<file path="config.mk">
export PLATFORM = sky130hd
export DESIGN_NAME = wimax_deinterleaver
export DESIGN_NICKNAME = d
export VERILOG_FILES = /design/src/rtl/wimax_deinterleaver_pkg.sv /design/src/rtl/wimax_deint_addr_gen.sv /design/src/rtl/wimax_deinterleaver.sv
export SDC_FILE = /design/constraint.sdc
export NUM_CORES = 1
export LEC_CHECK = 0
export BUFFER_PORTS_ARGS = -buffer_cell sky130_fd_sc_hd__buf_2
export CORE_MARGIN = 1.5
export CORE_UTILIZATION = 40
export CTS_CLUSTER_SIZE = 8
export DETAILED_ROUTE_END_ITERATION = 12
export MAX_ROUTING_LAYER = met4
export PLACE_DENSITY = 0.55
export SYNTH_ARGS = -nofsm -noshare
export SYNTH_HDL_FRONTEND = slang
export SYNTH_SLANG_ARGS = --single-unit
export TNS_END_PERCENT = 100
</file>
<file path="constraint.sdc">
create_clock -name clk -period 2.74 [get_ports clk]
set_input_delay 0.137 -clock clk [delete_from_list [all_inputs] [get_ports clk]]
set_output_delay 0.137 -clock clk [all_outputs]
set_load 0.05 [all_outputs]
</file>
<file path="src/rtl/wimax_deinterleaver_pkg.sv">
// Shared constants and reference vectors for the WiMAX QPSK rate-1/2 deinterleaver.
// INTERLEAVER_OUTPUT is derived from FEC_ENDODER_OUTPUT via the transmit permutation.
package wimax_deinterleaver_pkg;

  localparam int WIMAX_NCBPS = 192;
  localparam int WIMAX_D     = 16;
  localparam int WIMAX_AW    = $clog2(WIMAX_NCBPS);

  // Transmit-side permutation: encoder bit k lands at position m_k = rows*(k mod d) + floor(k/d).
  // Vectors are MSB-first in stream order, so stream index i lives at bit NCBPS-1-i.
  function automatic logic [WIMAX_NCBPS-1:0] wimax_interleave(input logic [WIMAX_NCBPS-1:0] enc);
    logic [WIMAX_NCBPS-1:0] ilv;
    int m;
    ilv = '0;
    for (int k = 0; k < WIMAX_NCBPS; k++) begin
      m = (WIMAX_NCBPS / WIMAX_D) * (k % WIMAX_D) + k / WIMAX_D;
      ilv[WIMAX_AW'(WIMAX_NCBPS - 1 - m)] = enc[WIMAX_AW'(WIMAX_NCBPS - 1 - k)];
    end
    return ilv;
  endfunction

  localparam logic [WIMAX_NCBPS-1:0] FEC_ENDODER_OUTPUT =
    192'h2b3f_91c4_7e05_d8a6_13f7_c29b_5e60_8a4d_f1b2_3c97_e46a_05d8;

  localparam logic [WIMAX_NCBPS-1:0] INTERLEAVER_OUTPUT = wimax_interleave(FEC_ENDODER_OUTPUT);

endpackage

</file>
<file path="src/rtl/wimax_deint_addr_gen.sv">
// Write-side address generator: row/column counters map received index j to bank address.
// block_done pulses combinationally on the transfer of the last bit of a block.
module wimax_deint_addr_gen
  import wimax_deinterleaver_pkg::*;
#(
  parameter int N_CBPS = WIMAX_NCBPS,
  parameter int N_D    = WIMAX_D
) (
  input  logic                      clk,
  input  logic                      reset_N,
  input  logic                      advance,
  output logic [$clog2(N_CBPS)-1:0] wr_addr,
  output logic                      block_done
);

  localparam int ROWS = N_CBPS / N_D;
  localparam int AW   = $clog2(N_CBPS);
  localparam int RW   = (ROWS > 1) ? $clog2(ROWS) : 1;
  localparam int CW   = (N_D > 1) ? $clog2(N_D) : 1;

  logic [RW-1:0] r;
  logic [CW-1:0] c;
  logic          last_row;
  logic          last_col;

  assign last_row   = (r == RW'(ROWS - 1));
  assign last_col   = (c == CW'(N_D - 1));
  assign block_done = advance && last_row && last_col;

  // j = ROWS*c + r is written to k = N_D*r + c, the inverse of the transmit permutation.
  assign wr_addr = AW'(r) * AW'(N_D) + AW'(c);

  always_ff @(posedge clk or negedge reset_N) begin
    if (!reset_N) begin
      r <= '0;
      c <= '0;
    end else if (advance) begin
      if (last_row) begin
        r <= '0;
        c <= last_col ? '0 : c + 1'b1;
      end else begin
        r <= r + 1'b1;
      end
    end
  end

endmodule

</file>
<file path="src/rtl/wimax_deinterleaver.sv">
// Ping-pong block deinterleaver: one bank fills in permuted order while the other drains
// sequentially. Handshake: a bit moves on a side only in a cycle where its valid and ready are both high.
module wimax_deinterleaver
  import wimax_deinterleaver_pkg::*;
#(
  parameter int N_CBPS = WIMAX_NCBPS,
  parameter int N_D    = WIMAX_D
) (
  input  logic clk,
  input  logic reset_N,
  input  logic data_in,
  input  logic valid_in,
  output logic ready_out,
  output logic data_out,
  output logic valid_out,
  input  logic ready_in
);

  localparam int AW = $clog2(N_CBPS);

  logic [N_CBPS-1:0] bank [2];
  logic [1:0]        full;
  logic              wr_sel;
  logic              rd_sel;
  logic [AW-1:0]     wr_addr;
  logic [AW-1:0]     rd_addr;
  logic              in_xfer;
  logic              out_xfer;
  logic              wr_done;
  logic              rd_done;

  assign ready_out = !full[wr_sel];
  assign valid_out = full[rd_sel];
  assign in_xfer   = valid_in && ready_out;
  assign out_xfer  = valid_out && ready_in;
  assign rd_done   = out_xfer && (rd_addr == AW'(N_CBPS - 1));
  assign data_out  = valid_out ? bank[rd_sel][rd_addr] : 1'b0;

  wimax_deint_addr_gen #(
    .N_CBPS (N_CBPS),
    .N_D    (N_D)
  ) u_addr_gen (
    .clk        (clk),
    .reset_N    (reset_N),
    .advance    (in_xfer),
    .wr_addr    (wr_addr),
    .block_done (wr_done)
  );

  // Bank contents carry no reset; a bank is only read after a full block has been written.
  always_ff @(posedge clk) begin
    if (in_xfer) begin
      bank[wr_sel][wr_addr] <= data_in;
    end
  end

  // Writer and reader always own different banks, so both flag updates can land together.
  always_ff @(posedge clk or negedge reset_N) begin
    if (!reset_N) begin
      full    <= 2'b00;
      wr_sel  <= 1'b0;
      rd_sel  <= 1'b0;
      rd_addr <= '0;
    end else begin
      if (wr_done) begin
        full[wr_sel] <= 1'b1;
        wr_sel       <= ~wr_sel;
      end
      if (rd_done) begin
        full[rd_sel] <= 1'b0;
        rd_sel       <= ~rd_sel;
        rd_addr      <= '0;
      end else if (out_xfer) begin
        rd_addr <= rd_addr + 1'b1;
      end
    end
  end

endmodule
</file>
### After elaboration in Yosys (flattened, before gate mapping)

Memory sizes are Yosys's and may differ from the RTL's.
Cells that the tools add are included.

* bits in registers: 20
* RAM bits: 384
* input port bits: 5
* logic and storage cells: 58
* memories kept: 1

* add/sub/neg operators: 4
* magnitude comparators: 7
* eq/ne operators: 3
* mux-type cells: 21
* bitwise logic cells: 5
* reduce and logical (&&, ||, !) cells: 11

Memory list
* bank: depth 2, width 192, rd ports 1, clocked after memory_dff 0, wr ports 1, line wimax_deinterleaver.sv:21 `logic [N_CBPS-1:0] bank [2];`

Operator list (count)
* $mux 192: 1
* $lt 8x9->1 const B: 2
* $mux 8: 2
* $mux 1: 10
* $add 4x1->4 const B: 2
* $add 8x1->8 const B: 1
* $add 8x4->8: 1
* $bmux 1 s8: 1
* $demux 1 s8: 1
* $eq 4x4->1 const B: 2
* $eq 8x8->1 const B: 1
* $ge 8x1->1 const B: 1
* $logic_and 1x1->1: 8
* $mux 4: 2
* $lt 1x2->1 const B: 2
* $mux 2: 2
* $and 2x2->2: 1
* $demux 1 s1: 2
* $ge 1x1->1 const B: 2
* $not 1->1: 2
* $not 2->2: 1
* $or 2x2->2: 1
* $reduce_and 2->1: 1
* $reduce_bool 2->1: 1
* $logic_not 1->1: 1

### Longest topological paths before layout

* depth in word-level cells: 9
* mapped depth: 12
* depth with buffers taken out: 7

### Cells and area by module

Synthesis repeated with hierarchy kept, for this count alone.

* cell total of the unflattened synthesis: 1249
* area, all modules: 17718.2 µm²

By module, submodules not included
* wimax_deinterleaver: times used 1, cells an instance 1209, area an instance 17315.4 µm², sequential area each 11831.3 µm²
* wimax_deint_addr_gen: times used 1, cells an instance 40, area an instance 402.9 µm², sequential area each 200.2 µm²

### Least setup slack after synthesis

No wires, ideal clock.

* path type: register to register
* from: reg wr_sel
* to: mem bank[0][181] in the netlist's numbering, enable pin
* setup time: 300 ps
* arrival time: 2722 ps
* required time: 2440 ps
* slack: -281 ps
* stages on the path, launching flop included: 9
* buffers on the path: 3
* period minus slack after synthesis: 3021 ps
* cell sequence: dfrtp_1 mux2i_1 and3_1 clkbuf_1 nand2_1 or2_2 clkbuf_1 clkbuf_1 nor2_1

* longest elaborated chain between the ends: 6

RTL lines
* start, declared: line wimax_deinterleaver.sv:23 `logic wr_sel;`
* start signal, assigned: line wimax_deinterleaver.sv:67 `wr_sel <= ~wr_sel;`
* $mux 1 (implied by the code) (2 in series): line wimax_deinterleaver.sv:32 `assign ready_out = !full[wr_sel];`
* $logic_not 1->1: line wimax_deinterleaver.sv:32
* net ready_out: line wimax_deinterleaver.sv:13 `output logic ready_out,`
* $logic_and 1x1->1: line wimax_deinterleaver.sv:34 `assign in_xfer = valid_in && ready_out;`
* $mux 1: line wimax_deinterleaver.sv:52 `if (in_xfer) begin`
* $mux 192 (implied by the code): line wimax_deinterleaver.sv:53 `bank[wr_sel][wr_addr] <= data_in;`
* end, declared: line wimax_deinterleaver.sv:21

The timed path passes the listed nets, and every way through them passes these cells. The select of a mux whose other input is x is not followed.

### Worst setup path after layout

* from: reg rd_sel
* to: out data_out

* longest elaborated chain between the ends: 4
* elaborated cells between the ends (all ways): 6

RTL lines
* start, declared: line wimax_deinterleaver.sv:24 `logic rd_sel;`
* start signal, assigned: line wimax_deinterleaver.sv:71 `rd_sel <= ~rd_sel;`
* $mem_v2 2x192
* $bmux 1 s8: line wimax_deinterleaver.sv:37 `assign data_out = valid_out ? bank[rd_sel][rd_addr] : 1'b0;`
* $mux 1 (implied by the code): line wimax_deinterleaver.sv:37
* $mux 1 *: line wimax_deinterleaver.sv:37
* end, declared: line wimax_deinterleaver.sv:14 `output logic data_out,`

Every way passes the cells marked *; elsewhere a longest branch is shown, timed or not. The select of a mux whose other input is x is not followed.

==> impl_metrics.yaml <==
global_routing:
  grt.overflow.total: 0
  global_route_wire_length_before_repair_um: 71200
  gr-usage-all-layers_pct: 21.4
  initial_antenna_violation_count: 0
  grt_pass1_vias: 11192
  largest_net_degree_at_the_start_of_global_routing: 104
placement:
  place.gp.congestion: 0.831
  detailed_place.area_um2: 19300
  detailedPlacementHpwl_um: 29500
  placed_cells: 1913
  port_buffers: 7
clock_network:
  path_clk_slew_ns: 0.05
  cts_max_path_buffers: 3
  numCtsBuffers: 56
  cts_tree: "yes"
  worstSkewPairLatency_ns: 0.60
  clock-root-buffer: "sky130_fd_sc_hd__clkbuf_16"
  htreeDepth: 2
  clkSinkCount: 404
min_path:
  hold_class: "primary input to register"
  min_to: "bank[1][186]"
  worstHoldStart: "data_in"
  whs_path_depth: 1
setup_path:
  regToRegEndpoint: "rd_addr[0]"
  cp_endpoint_kind: "primary output"
  rr_startpoint: "rd_sel"
  critPathLaunchType: "register"
  r2r_cells: 9
  critPathArrivalTime_ns: 3.43
  cp_max_fo: 11
  rrSetupSlack_ns: 0.19
  setup.worst_path.class: "register to primary output"
  worstPathRequired_ns: 2.60
cells_and_area:
  syn2layout_area_growth_pct: 17.6
  fin_nets: 1394
  antenna_cells_inserted: 0
  mostFrequentLayoutCell: "sky130_fd_sc_hd__nor2_1"
  post_route_cells_drive_above_1_share_pct: 20.3
  final_cell_area_um2: 21000
  layout.cells.most_common_list: "400 x sky130_fd_sc_hd__nor2_1, 384 x sky130_fd_sc_hd__edfxtp_1, 120 x sky130_fd_sc_hd__buf_4"
  layoutNonFillerInstCount: 2020
power:
  power.share.combinational_pct: 9.1
  cellPowerDensity_nw_per_um2: 703
  switch_pwr_mw: 3.61
  p_leak_nw: 7.06
  netSwitchingFraction_pct: 24.5
  internal_power_mw: 11.1
  power_frac_seq_pct: 46.9
  power_frac_clock_pct: 44.0
  vdd_drop_max_mv: 0.547
logic_synthesis:
  ys_warn_count: 0
  yosysUniqueCellTypes: 55
  average_cell_area_after_synthesis_um2: 13.9
  synthFlopType: "sky130_fd_sc_hd__edfxtp_1"
  synth-edff-count: 384
  synth_area_um2: 17800
  synth_cells: 1284
  seq_area_frac_synth_pct: 67.5
  synth_async_sr_flop_share_pct: 4.95
  syn-num-nets: 1298
  yosys_register_bits: 404
floorplan:
  fp.dieArea_um2: 45900
  placement_rows: 77
  die_h_um: 214
  die_width_um: 214
  placeableCoreArea_um2: 44100
  start_util_pct: 40.4
  boundaryPins: 8
routing:
  wirelength_um: 46700
  drt_pass1_iterations: 5
  final_antenna_net_count: 0
  drc: 0
  detail_route.iter0.violations: 1071
  avgRoutedWirePerCell_um: 23.1
  vias_per_cell: 5.47
  via_count: 11043
sta:
  final_hold_viol_count: 0
  timing.slew.headroom_pct: 48.1
  final.period_utilization_pct: 130
  finalSetupTns_ns: -0.831
  setup_repair_after_global_routing_missed_its_margin: "true"
  finalSetupViolCount: 1
  report.final.slew_viol_count: 0
  final_period_minus_worst_setup_slack_ns: 3.57
  post-route-worst-setup-slack_ns: -0.831
  max_clock_freq_mhz: 280
  final.setup_skew_ns: 0.0224
  tightestPinTransition_ns: 0.777
status:
  failed_checks: "setup timing"
  run_status: "finished with violations"
job:
  drv_cap: 0
-- layout make-up --
type                            instances  area [um^2]
Inverter                               10         37.5
Sequential cell                       404        12000
Fill cell                            3992        23200
Clock inverter                          2         21.3
Clock buffer                          104         1620
Timing Repair Buffer                  141         1220
Tap cell                              592          741
Multi-Input combinational cell        767         5290
-- critical path: stages (launching register included) --
cell                       delay (ns)
sky130_fd_sc_hd__dfrtp_4         0.45
sky130_fd_sc_hd__buf_6           0.24
sky130_fd_sc_hd__buf_12          0.18
sky130_fd_sc_hd__mux4_1          0.54
sky130_fd_sc_hd__mux4_2          0.48
sky130_fd_sc_hd__o31ai_1         0.25
sky130_fd_sc_hd__a211o_1         0.20
sky130_fd_sc_hd__o211ai_1        0.24
sky130_fd_sc_hd__buf_12          0.23
-- synthesized netlist by cell type (all sizes together) (3+ instances only) --
library cell	count	share of area, %
nand3	27	0.76
buf	32	1.5
xnor2	5	0.25
nand4	3	0.11
mux2i	53	3.0
o211ai	7	0.29
nor2	401	8.4
a21oi	13	0.36
nor2b	8	0.28
nand2b	5	0.18
dfrtp	20	2.8
a211oi	4	0.17
mux4	76	9.7
and3	6	0.21
o31ai	3	0.13
edfxtp	384	65
ha	9	0.63
clkbuf	71	1.5
a221o	4	0.22
mux2	4	0.25
inv	8	0.17
o21ai	22	0.62
a31oi	5	0.18
nand2	54	1.1
a22oi	5	0.21
a221oi	12	0.62
nor3	10	0.28
and2	5	0.18
-- per-layer routing --
metal | GRT usage (%) | vias to the layer above | routed length [um]
li1 | - | 4911 | -
met1 | 28.7 | 5774 | 20700
met2 | 34.3 | 285 | 22800
met3 | 2.41 | 73 | 2130
met4 | 6.57 | 0 | 1120
met5 | - | - | 0
-- cells by family after synthesis --
| group | after synthesis | synth area share (%) |
|---|---|---|
| xor gates and xnor gates | 7 | 0.344 |
| buffers and inverters | 113 | 3.19 |
| and+or+nand+nor | 531 | 12.1 |
| AOI/OAI and AO/OA | 87 | 3.37 |
| muxes | 133 | 12.9 |
| adders and majority gates | 9 | 0.631 |
| DFF | 404 | 67.5 |
-- power by group through the flow --
stage / logic [mW] / registers [mW] / clock network (mW)
2_1_floorplan: 0.652 / 7.01 / 0
3_3_place_gp: 1.33 / 7.03 / 0
3_5_place_dp: 1.34 / 7.03 / 0
4_1_cts: 1.34 / 6.91 / 6.60
5_1_grt: 1.44 / 6.91 / 6.86
6_report: 1.33 / 6.91 / 6.49
-- timing repair --
action                                  in CTS  in global routing
hold buffers                                 1                  0
hold endpoints to repair                    20                  0
buffers inserted                             0                  0
gates cloned                                 0                  0
pin swaps                                    1                  4
gates resized for setup                      3                  6
endpoints found under the setup margin       1                  2
-- flip-flops by register name (all words and copies together), names as in the netlist --
name          flops
bank            384
full              2
rd_addr           8
rd_sel            1
u_addr_gen.c      4
u_addr_gen.r      4
wr_sel            1
-- how the worst max path moves through the flow --
| stage | startpoint | endpoint | depth (start not counted) |
|---|---|---|---|
| finish | rd_sel | data_out | 8 |
| global placement | rd_sel | data_out | 8 |
| detailed placement | rd_sel | data_out | 8 |
| global route | rd_sel | data_out | 8 |
| floorplan | rd_sel | data_out | 11 |
| CTS | rd_sel | data_out | 10 |
-- stage by stage --
stage,worst slack (ns),hold WS [ns],util [%],power [mW]
global placement,-0.257,0.139,43.7,8.36
CTS,-0.872,0.0337,47.5,14.9
finish,-0.831,0.0324,47.5,14.7
floorplan,-0.183,-0.159,-,7.66
global route,-0.925,0.0576,47.5,15.2
detailed placement,-0.271,0.139,43.7,8.37
(Power assumes the default switching activity.)
